## src/rtl/debug_uart_tx.sv

```systemverilog
// Snapshots the seven CPU debug bytes and sends them as one 8N1 UART frame:
// sync byte, the seven captured bytes, then their mod-256 sum.
module debug_uart_tx #(
   parameter int          CLKS_PER_BIT = 434,
   parameter logic [7:0]  SYNC_BYTE    = 8'hA5
) (
   input  logic       clk,
   input  logic       nreset,
   input  logic       snap,
   input  logic [7:0] debug_port1,
   input  logic [7:0] debug_port2,
   input  logic [7:0] debug_port3,
   input  logic [7:0] debug_port4,
   input  logic [7:0] debug_port5,
   input  logic [7:0] debug_port6,
   input  logic [7:0] debug_port7,
   output logic       tx,
   output logic       busy,
   output logic       done,
   output logic [7:0] drop_count
);

   localparam int CNT_W = $clog2(CLKS_PER_BIT);
   localparam logic [CNT_W-1:0] CNT_LAST = CNT_W'(CLKS_PER_BIT - 1);

   typedef enum logic [1:0] {ST_IDLE, ST_START, ST_DATA, ST_STOP} state_t;

   state_t           state_q, state_d;
   logic [CNT_W-1:0] cnt_q, cnt_d;
   logic [2:0]       bit_q, bit_d;
   logic [3:0]       byte_q, byte_d;
   logic [7:0]       port_q [1:7];
   logic [7:0]       sum_q, sum_d;
   logic             tx_q, tx_d;
   logic             done_q, done_d;
   logic [7:0]       drop_q, drop_d;
   logic             cnt_last;
   logic             accept;
   logic [7:0]       cur_byte;

   // snap is a request with no ready: taken only when idle, otherwise counted as a drop.
   assign cnt_last = (cnt_q == CNT_LAST);
   assign accept   = (state_q == ST_IDLE) && snap;

   always_ff @(posedge clk or negedge nreset) begin
      if (!nreset) begin
         state_q <= ST_IDLE;
         cnt_q   <= '0;
         bit_q   <= '0;
         byte_q  <= '0;
         sum_q   <= '0;
         tx_q    <= 1'b1;
         done_q  <= 1'b0;
         drop_q  <= '0;
         for (int i = 1; i <= 7; i++) port_q[i] <= '0;
      end else begin
         state_q <= state_d;
         cnt_q   <= cnt_d;
         bit_q   <= bit_d;
         byte_q  <= byte_d;
         sum_q   <= sum_d;
         tx_q    <= tx_d;
         done_q  <= done_d;
         drop_q  <= drop_d;
         if (accept) begin
            port_q[1] <= debug_port1;
            port_q[2] <= debug_port2;
            port_q[3] <= debug_port3;
            port_q[4] <= debug_port4;
            port_q[5] <= debug_port5;
            port_q[6] <= debug_port6;
            port_q[7] <= debug_port7;
         end
      end
   end

   always_comb begin
      state_d = state_q;
      cnt_d   = cnt_q;
      bit_d   = bit_q;
      byte_d  = byte_q;
      case (state_q)
         ST_IDLE: begin
            if (snap) begin
               state_d = ST_START;
               cnt_d   = '0;
               bit_d   = '0;
               byte_d  = '0;
            end
         end
         ST_START: begin
            if (cnt_last) begin
               state_d = ST_DATA;
               cnt_d   = '0;
               bit_d   = '0;
            end else begin
               cnt_d = cnt_q + CNT_W'(1);
            end
         end
         ST_DATA: begin
            if (cnt_last) begin
               cnt_d = '0;
               if (bit_q == 3'd7) state_d = ST_STOP;
               else               bit_d   = bit_q + 3'd1;
            end else begin
               cnt_d = cnt_q + CNT_W'(1);
            end
         end
         ST_STOP: begin
            if (cnt_last) begin
               cnt_d = '0;
               if (byte_q == 4'd8) begin
                  state_d = ST_IDLE;
               end else begin
                  state_d = ST_START;
                  byte_d  = byte_q + 4'd1;
               end
            end else begin
               cnt_d = cnt_q + CNT_W'(1);
            end
         end
         default: state_d = ST_IDLE;
      endcase
   end

   // tx is computed from the next state so the registered line changes on the same edge as the FSM.
   always_comb begin
      case (byte_d)
         4'd0:    cur_byte = SYNC_BYTE;
         4'd1:    cur_byte = port_q[1];
         4'd2:    cur_byte = port_q[2];
         4'd3:    cur_byte = port_q[3];
         4'd4:    cur_byte = port_q[4];
         4'd5:    cur_byte = port_q[5];
         4'd6:    cur_byte = port_q[6];
         4'd7:    cur_byte = port_q[7];
         default: cur_byte = sum_q;
      endcase
      case (state_d)
         ST_START: tx_d = 1'b0;
         ST_DATA:  tx_d = cur_byte[bit_d];
         default:  tx_d = 1'b1;
      endcase
      done_d = (state_q == ST_STOP) && cnt_last && (byte_q == 4'd8);
      drop_d = drop_q;
      if (snap && (state_q != ST_IDLE) && (drop_q != 8'hFF)) drop_d = drop_q + 8'd1;
      sum_d = sum_q;
      if (accept) sum_d = debug_port1 + debug_port2 + debug_port3 + debug_port4
                        + debug_port5 + debug_port6 + debug_port7;
   end

   assign tx         = tx_q;
   assign busy       = (state_q != ST_IDLE);
   assign done       = done_q;
   assign drop_count = drop_q;

endmodule
```

## config.mk

```make
export PLATFORM = sky130hd
export DESIGN_NAME = debug_uart_tx
export DESIGN_NICKNAME = d
export VERILOG_FILES = /design/src/rtl/debug_uart_tx.sv
export SDC_FILE = /design/constraint.sdc
export NUM_CORES = 1
export LEC_CHECK = 0
export CAP_MARGIN = 20
export CORE_MARGIN = 1.5
export CORE_UTILIZATION = 51
export DETAILED_ROUTE_END_ITERATION = 16
export PLACE_DENSITY_LB_ADDON = 0.08
export SLEW_MARGIN = 10
export SYNTH_ARGS = -nofsm -noshare
export SYNTH_HDL_FRONTEND = slang
export SYNTH_SLANG_ARGS = --single-unit
export TNS_END_PERCENT = 1
```

## constraint.sdc

```tcl
create_clock -name clk -period 2.53 [get_ports clk]
set_input_delay 0.506 -clock clk [delete_from_list [all_inputs] [get_ports clk]]
set_output_delay 0.506 -clock clk [all_outputs]
set_load 0.01 [all_outputs]
```

==> results of run 1 <==
## stage by stage
step	cell area, sq um	instances	hold slack (ns)	util, %
after floorplan	5860	589	0.210	-
after global placement	7500	882	0.465	68.3
after detailed placement	7500	882	0.467	68.3
after CTS	7850	899	0.135	71.5
after global routing	7920	899	0.151	72.1
final	7920	899	0.120	72.1
## sequential cells by signal, summed over array words and instances (netlist names)
register    flops
state_q         2
port_q         56
sum_q           8
cnt_q           9
drop_count      8
byte_q          4
tx              1
bit_q           3
done            1
## cell type report
cell class | instances | area share [%]
Multi-Input combinational cell | 383 | 40.3
Sequential cell | 92 | 29.1
Inverter | 89 | 4.41
Timing Repair Buffer | 180 | 19.9
Clock buffer | 11 | 3.19
Tap cell | 140 | 2.21
Clock inverter | 4 | 0.916
## kinds of logic (layout without fill, tap and decap cells)
family                   Yosys count  count (layout)  synth area share, %
AO/OA/AOI/OAI                    120             120                 13.7
multiplexers                      33              33                 6.20
flip-flops                        92              92                 39.5
adder cells (fa/ha/maj)           52              52                 15.3
buffers and inverters            114             284                 7.92
XOR/XNOR                          30              30                 4.50
AND/OR/NAND/NOR                  148             148                 12.9
## metal layers
layer | vias up | GRT usage [%] | part of all wire [%]
li1 | 2331 | - | -
met1 | 2414 | 34.3 | 44
met2 | 146 | 42.8 | 49
met3 | 30 | 4.03 | 4.7
met4 | 0 | 10.5 | 2.1
met5 | - | 0 | 0
## worst register-to-register path, delay by kind of cell, from the launching register on
kind | cells | cell delay, ns
adders and majority gates | 1 | 0.34
and+or+nand+nor | 4 | 1.01
buffers and inverters | 2 | 0.27
AOI/OAI and AO/OA | 4 | 0.80
DFF | 1 | 0.39
## power by group through the flow
stage	registers (uW)	logic, uW	clock network [uW]
finish	1590	1960	1480
global route	1600	2210	1580
global placement	1610	1770	0
floorplan	1640	1060	0
detailed placement	1620	1810	0
CTS	1590	1890	1510
## how the worst max path moves through the flow
stage	start	end	slack [ns]
floorplan	debug_port6[2]	sum_q[6]	-1.36
global placement	debug_port6[2]	sum_q[6]	-2.01
detailed placement	debug_port6[2]	sum_q[6]	-2.14
CTS	debug_port3[2]	sum_q[6]	-1.36
global route	debug_port4[0]	sum_q[7]	-1.36
finish	debug_port5[2]	sum_q[6]	-1.21
## Yosys cell counts, types with 6 or more instances
library cell | count | area share [%]
and3_1 | 6 | 0.64
nand2_1 | 63 | 4.1
dfrtp_1 | 91 | 39
xor2_1 | 10 | 1.5
nand3_1 | 13 | 1.1
mux2_2 | 25 | 4.8
clkbuf_1 | 15 | 0.97
nor2_1 | 19 | 1.2
nand4_1 | 14 | 1.5
a21oi_1 | 15 | 1.3
mux2i_1 | 8 | 1.4
inv_1 | 87 | 5.6
o21ai_0 | 49 | 4.2
xnor2_1 | 20 | 3.0
ha_1 | 20 | 4.3
fa_1 | 32 | 11
## repair_timing
action / 4_1_cts / 5_1_grt
pin swaps: 25 / 30
cloned: 0 / 0
buffers inserted: 2 / 0
setup endpoints to repair: 8 / 9
resized for setup: 79 / 41
## cells in the final DEF, fill, tap and decap left out, types with 4 or more instances in the layout
cell type        netlist  final
nor2_1                19     19
and3_1                 6      5
xnor2_1               20     20
fa_1                  32     28
nand2b_1               4      4
o31ai_1                4      4
buf_12                 0      6
nand4_1               14     14
o21ai_0               49     46
and4_1                 5      5
dlygate4sd2_1          0      9
nor3_1                 5      5
mux2_2                25     25
o211ai_1               4      4
buf_4                  1    107
inv_1                 87     48
clkdlybuf4s50_1        0     40
inv_2                  1     37
clkbuf_16              0      9
a21oi_1               15     13
dfrtp_1               91     91
dlymetal6s2s_1         0      6
ha_4                   0      4
ha_1                  20     14
nand2_1               63     62
mux2i_1                8      7
a21o_1                 5      5
nand3_1               13     13
fa_2                   0      4
a31oi_1                4      4
xor2_1                10     10
==> key figures, run 1 <==
Outcome
  – Outcome: complete, but fails checks
  – Failing checks: negative setup slack

Power
  – Net Sw Frac: roughly 30%
  – Leakage: about 0.0038 uW
  – Comb power frac: 38.9%
  – Sequential power share: 31.6%
  – Internal Dissipation: roughly 3500 uW
  – Clock network power share: between 20% and 30%
  – PwrDens: approximately 640 mW/mm^2
  – Power, Total: 5040 uW
  – Maximum VDD drop: about 0.00055 V
  – Net switching power: about 1500 uW

STA
  – Period utilisation layout: 148%
  – FMAX: between 200 and 300 MHz
  – Slew @ Worst Pin: 0.575 ns
  – Slew Limit Fails: 0
  – Min Clock Period, post-route: between 3 and 4 ns
  – Final setup margin: -1.21 ns
  – Setup_tns: -6.75 ns
  – RSZ-0062 raised after global routing: yes
  – Final hold violations: 0
  – Clk_skew: ~0.006 ns
  – Final setup violation count: 9
  – Rel. slew slack: roughly three fifths

GRT
  – GRT Util Overall: around 26%
  – First-pass GRT wire length: 23700 um
  – GR Overflow Total: 0
  – Vias in the first global route: 4920
  – Largest net degree at the start of global routing: roughly 110
  – Initial antenna violation count: 0

Critical path
  – Crit path capture type: flip-flop
  – Crit-path leading delay family: adder cells
  – Register-to-Register Path Depth: 11
  – CP Launch Type: input pin
  – Cell mode on critical path: fa_1
  – Crit path largest cell delay: roughly 0.55 ns
  – R2r setup slk: -0.38 ns
  – FF-to-FF End: tx
  – Buffers plus inverters on the worst setup path: 5
  – Crit path DAT: about 4.0 ns
  – Req. time, crit path: about 2.8 ns
  – R2R Path Start: state_q[1]
  – Critical path cell sequence: buf_8 > inv_4 > fa_1 > inv_2 > fa_1 > fa_1 > inv_2 > fa_1 > inv_1 > ha_1 > a21o_1 > a21o_1 > a21o_1 > a21oi_2 > xor2_1 > o21ai_1
  – Critical path depth: 16
  – Kind of critical path: in -> reg
  – Worst Path Max Fanout: 2
  – Slowest CP cell: fa_1

Synthesis
  – Post-synthesis cell count: a little under 600
  – Mapped Area: a little under 0.006 sq mm
  – Post-synth EDFFs: 0
  – Mapped Nets: 700
  – Register area share after synthesis: just under 40%
  – Yosys warning total: 0
  – Post-synth top flop: dfrtp_1
  – Synth Register Bits: 92
  – Post-synthesis cell type count: 67
  – Avg Synthesized Cell Area: 9.90 sq um
  – Async SR Flop Fraction: 100%

Clocking
  – Clk Latency, worst-skew pair: roughly 0.35 ns
  – CTS max path bufs: 2
  – Deepest level of the CTS H-tree: 3
  – Clock sink total: between 90 and 100
  – CTS Hold Buffers Added: 0
  – CTS Buf Count: 9
  – CTS root buffer: clkbuf_16
  – Clk pin slew, worst setup/hold paths: 0.06 ns
  – CTS tree: yes

Drt
  – Pre-antenna DRT Iters: 5
  – DR vias/cell: between 5 and 6
  – Remaining antenna violation count: 0
  – Iter 0 DRT Violations: between 200 and 300
  – Total number of vias: slightly below 5000
  – # DRC: 0
  – Post-Route WL: ~14000 um
  – Routed wire per std cell: about 16 um

Finish
  – Antenna diode count: 0
  – Final Net Count: approximately 870
  – Layout area overhead: 35.8%
  – Multi-input logic area: about 0.0032 sq mm
  – Seq. cell area: around 0.0023 sq mm
  – # fillers: approximately 840
  – Layout cells sized above 1: a little over 30%

Placed design
  – DP HPWL: around 11000 um
  – GP Congestion: ~0.86
  – Port buffer count: 69
  – Pre-CTS setup slack: -2.14 ns

Die
  – Die width: ~110 um
  – Die ar.: roughly 0.012 sq mm
  – Vert. Die Dim: 110 um
  – Core area: roughly 0.011 sq mm
  – Starting Density: between 50% and 60%
  – Ports: 70
  – Num rows: 38

Min path
  – Hold Crit Class: in -> async

Job
  – Max_cap viols: 0
(Power assumes the default switching activity.)
==> run 2, diff against run 1 <==
--- a/config.mk
+++ b/config.mk
@@ -6,10 +6,11 @@
 export NUM_CORES = 1
 export LEC_CHECK = 0
 export CAP_MARGIN = 20
-export CORE_MARGIN = 1.5
+export CORE_MARGIN = 2
 export CORE_UTILIZATION = 51
 export DETAILED_ROUTE_END_ITERATION = 16
 export PLACE_DENSITY_LB_ADDON = 0.08
+export SKIP_LAST_GASP = 1
 export SLEW_MARGIN = 10
 export SYNTH_ARGS = -nofsm -noshare
 export SYNTH_HDL_FRONTEND = slang
==> key figures, run 2 (synthesis results as in run 1) <==
Critical path
  – CP Launch Type: input pin
  – Cell mode on critical path: fa_1
  – Critical path cell sequence: buf_8 > inv_8 > fa_1 > inv_2 > fa_1 > fa_1 > inv_2 > fa_1 > inv_1 > ha_1 > a21o_1 > a21o_1 > a21o_1 > a21oi_2 > xor2_1 > o21ai_1
  – Crit path largest cell delay: 0.56 ns (about the same)
  – Crit path capture type: flip-flop
  – Slowest CP cell: fa_1
  – Worst Path Max Fanout: 2 (unchanged)
  – Req. time, crit path: 2.75 ns (about the same)
  – Kind of critical path: in -> reg
  – Crit path DAT: 3.97 ns (about the same)

Die
  – Num rows: 39 (+2.6%)
  – Starting Density: 51.7% (-1.4 points)
  – Die width: 111 um (+0.91%)
  – Vert. Die Dim: 111 um (+0.91%)
  – Core area: 0.0113 sq mm (+2.6%)
  – Ports: 70 (unchanged)
  – Die ar.: 0.0123 sq mm (+1.8%)

Job
  – Max_cap viols: 0 (unchanged)

Min path
  – Hold Crit Class: in -> async

Drt
  – Routed wire per std cell: 16.3 um (+2.4%)
  – Total number of vias: 4862 (-1.2%)
  – # DRC: 0 (unchanged)
  – DR vias/cell: 5.26 (-3.9%)
  – Remaining antenna violation count: 0 (unchanged)
  – Iter 0 DRT Violations: 263 (+3.1%)
  – Post-Route WL: 15100 um (+5.3%)
  – Pre-antenna DRT Iters: 5 (unchanged)

Placed design
  – GP Congestion: 0.868 (+0.39%)
  – DP HPWL: 10900 um (+1.6%)
  – Port buffer count: 69 (unchanged)
  – Pre-CTS setup slack: -2.09 ns (+0.0543 ns)

Clocking
  – CTS root buffer: clkbuf_16
  – Deepest level of the CTS H-tree: 3 (unchanged)
  – Clock sink total: 92 (unchanged)
  – Clk Latency, worst-skew pair: 0.35 ns (about the same)
  – CTS Buf Count: 9 (unchanged)
  – CTS tree: yes
  – CTS max path bufs: 2 (unchanged)
  – Clk pin slew, worst setup/hold paths: 0.06 ns (about the same)

Power
  – Power, Total: 5090 uW (+1.0%)
  – Maximum VDD drop: 0.000450 V (-19%)
  – Leakage: 0.00391 uW (+2.6%)
  – PwrDens: 638 mW/mm^2 (+0.34%)

Finish
  – Layout area overhead: 36.7%
  – Layout cells sized above 1: 31.4% (+0.41 points)
  – Largest register FFs: 56 (unchanged)
  – Most frequent cells in the layout: buf_4, dfrtp_1, nand2_1
  – Commonest non-fill, non-tap cell in the layout: buf_4
  – Largest Register: port_q
  – Final Net Count: 889 (+2.7%)
  – Regs by FF count: port_q x56, cnt_q x9
  – # fillers: 878 (+4.8%)
  – Antenna diode count: 0 (unchanged)

STA
  – Period utilisation layout: 148% (+0.34 points)
  – Min Clock Period, post-route: 3.75 ns (+0.00852 ns)
  – Setup_tns: -8.51 ns (-1.76 ns)
  – Slew @ Worst Pin: 0.592 ns (+0.0175 ns)
  – Rel. slew slack: 60.5% (-1.2 points)
  – Final setup margin: -1.22 ns (-0.00852 ns)
  – Clk_skew: 0.00481 ns (-0.00110 ns)
  – Final setup violation count: 9 (unchanged)
  – FMAX: 267 MHz (-0.23%)
  – Final hold violations: 0 (unchanged)
  – Slew Limit Fails: 0 (unchanged)
  – RSZ-0062 raised after global routing: yes

GRT
  – Largest net degree at the start of global routing: 106 (unchanged)
  – Vias in the first global route: 5239 (+6.5%)
  – Initial antenna violation count: 0 (unchanged)
  – First-pass GRT wire length: 25400 um (+6.9%)
  – GR Overflow Total: 0 (unchanged)
  – GR Layer Usage met3: 3.28% (-0.75 points)
  – GRT met1 Usage: 33.9% (-0.36 points)
  – GRT Util Overall: 25.8% (-0.18 points)
  – Most used routing layer: met2
  – Global routing met2 resource utilization: 44.0% (+1.2 points)

Outcome
  – Outcome: complete, but fails checks
  – Failing checks: negative setup slack
==> run 2: cell types whose count changed in the layout (fill, tap and decap cells not counted), sizes merged, moves of 2 or more <==
cell	delta
buf	+24
clkbuf	+3
clkdlybuf4s15	-4
clkdlybuf4s50	-2
dlygate4sd2	+4
==> run 2: power breakdown <==
part / switching, uW / internal [uW]
Combinational: 899 / 1150
Clock: 568 / 883
Sequential: 65.8 / 1530
==> run 2: area by class of cell <==
type / count / area (sq um) / share of cell area [%]
Multi-Input combinational cell: 383 / 3140 / 39.4
Sequential cell: 92 / 2300 / 28.9
Timing Repair Buffer: 203 / 1700 / 21.3
Inverter: 89 / 344 / 4.31
Clock buffer: 12 / 246 / 3.09
Tap cell: 143 / 179 / 2.24
Clock inverter: 2 / 60.1 / 0.753
==> run 2: through the flow <==
stage,cell area [sq um],utilization (%),std cells,hold WS (ns)
2_1_floorplan,5860,-,589,0.210
3_3_place_gp,7410,65.8,878,0.420
3_5_place_dp,7410,65.8,878,0.423
4_1_cts,7920,70.2,921,0.0511
5_1_grt,7980,70.8,924,0.0789
6_report,7980,70.8,924,0.0459
==> run 2: critical path: cells and delay by family <==
family	cells	cell delay, ns
buffers and inverters	5	0.25
xor gates and xnor gates	1	0.15
adders and majority gates	5	2.36
AOI/OAI and AO/OA	5	0.70
==> run 2: what timing repair did <==
item | in CTS | in global routing
setup endpoints to repair | 8 | 10
pin swaps | 32 | 29
cloned | 0 | 0
buffers inserted | 29 | 3
hold endpoints to repair | 0 | 0
hold buffers | 0 | 0
resized for setup | 77 | 35
==> run 2: per-layer routing <==
| layer | up-vias | wire [um] |
|---|---|---|
| met3 | 21 | 547 |
| met5 | - | 0 |
| met1 | 2382 | 6670 |
| met4 | 0 | 237 |
| met2 | 92 | 7600 |
| li1 | 2367 | - |
==> run 2: worst paths after layout <==
kind	from	end	slack (ns)	cells after the start
hold / removal	nreset	drop_count[2]	0.05	1
setup / recovery	debug_port6[2]	sum_q[6]	-1.22	16
hold reg to reg	port_q[37]	port_q[37]	0.48	2
max in group asynchronous	nreset	port_q[42]	1.80	2
min in group clk	debug_port2[3]	port_q[43]	0.41	3
setup reg to reg	state_q[0]	tx	-0.67	12
==> run 3, diff against run 2 <==
--- a/config.mk
+++ b/config.mk
@@ -9,6 +9,7 @@
 export CORE_MARGIN = 2
 export CORE_UTILIZATION = 51
 export DETAILED_ROUTE_END_ITERATION = 16
+export HOLD_SLACK_MARGIN = 0.03
 export PLACE_DENSITY_LB_ADDON = 0.08
 export SKIP_LAST_GASP = 1
 export SLEW_MARGIN = 10
==> results of run 3 <==
Final layout, timing and power as in run 2 (identical DEF).
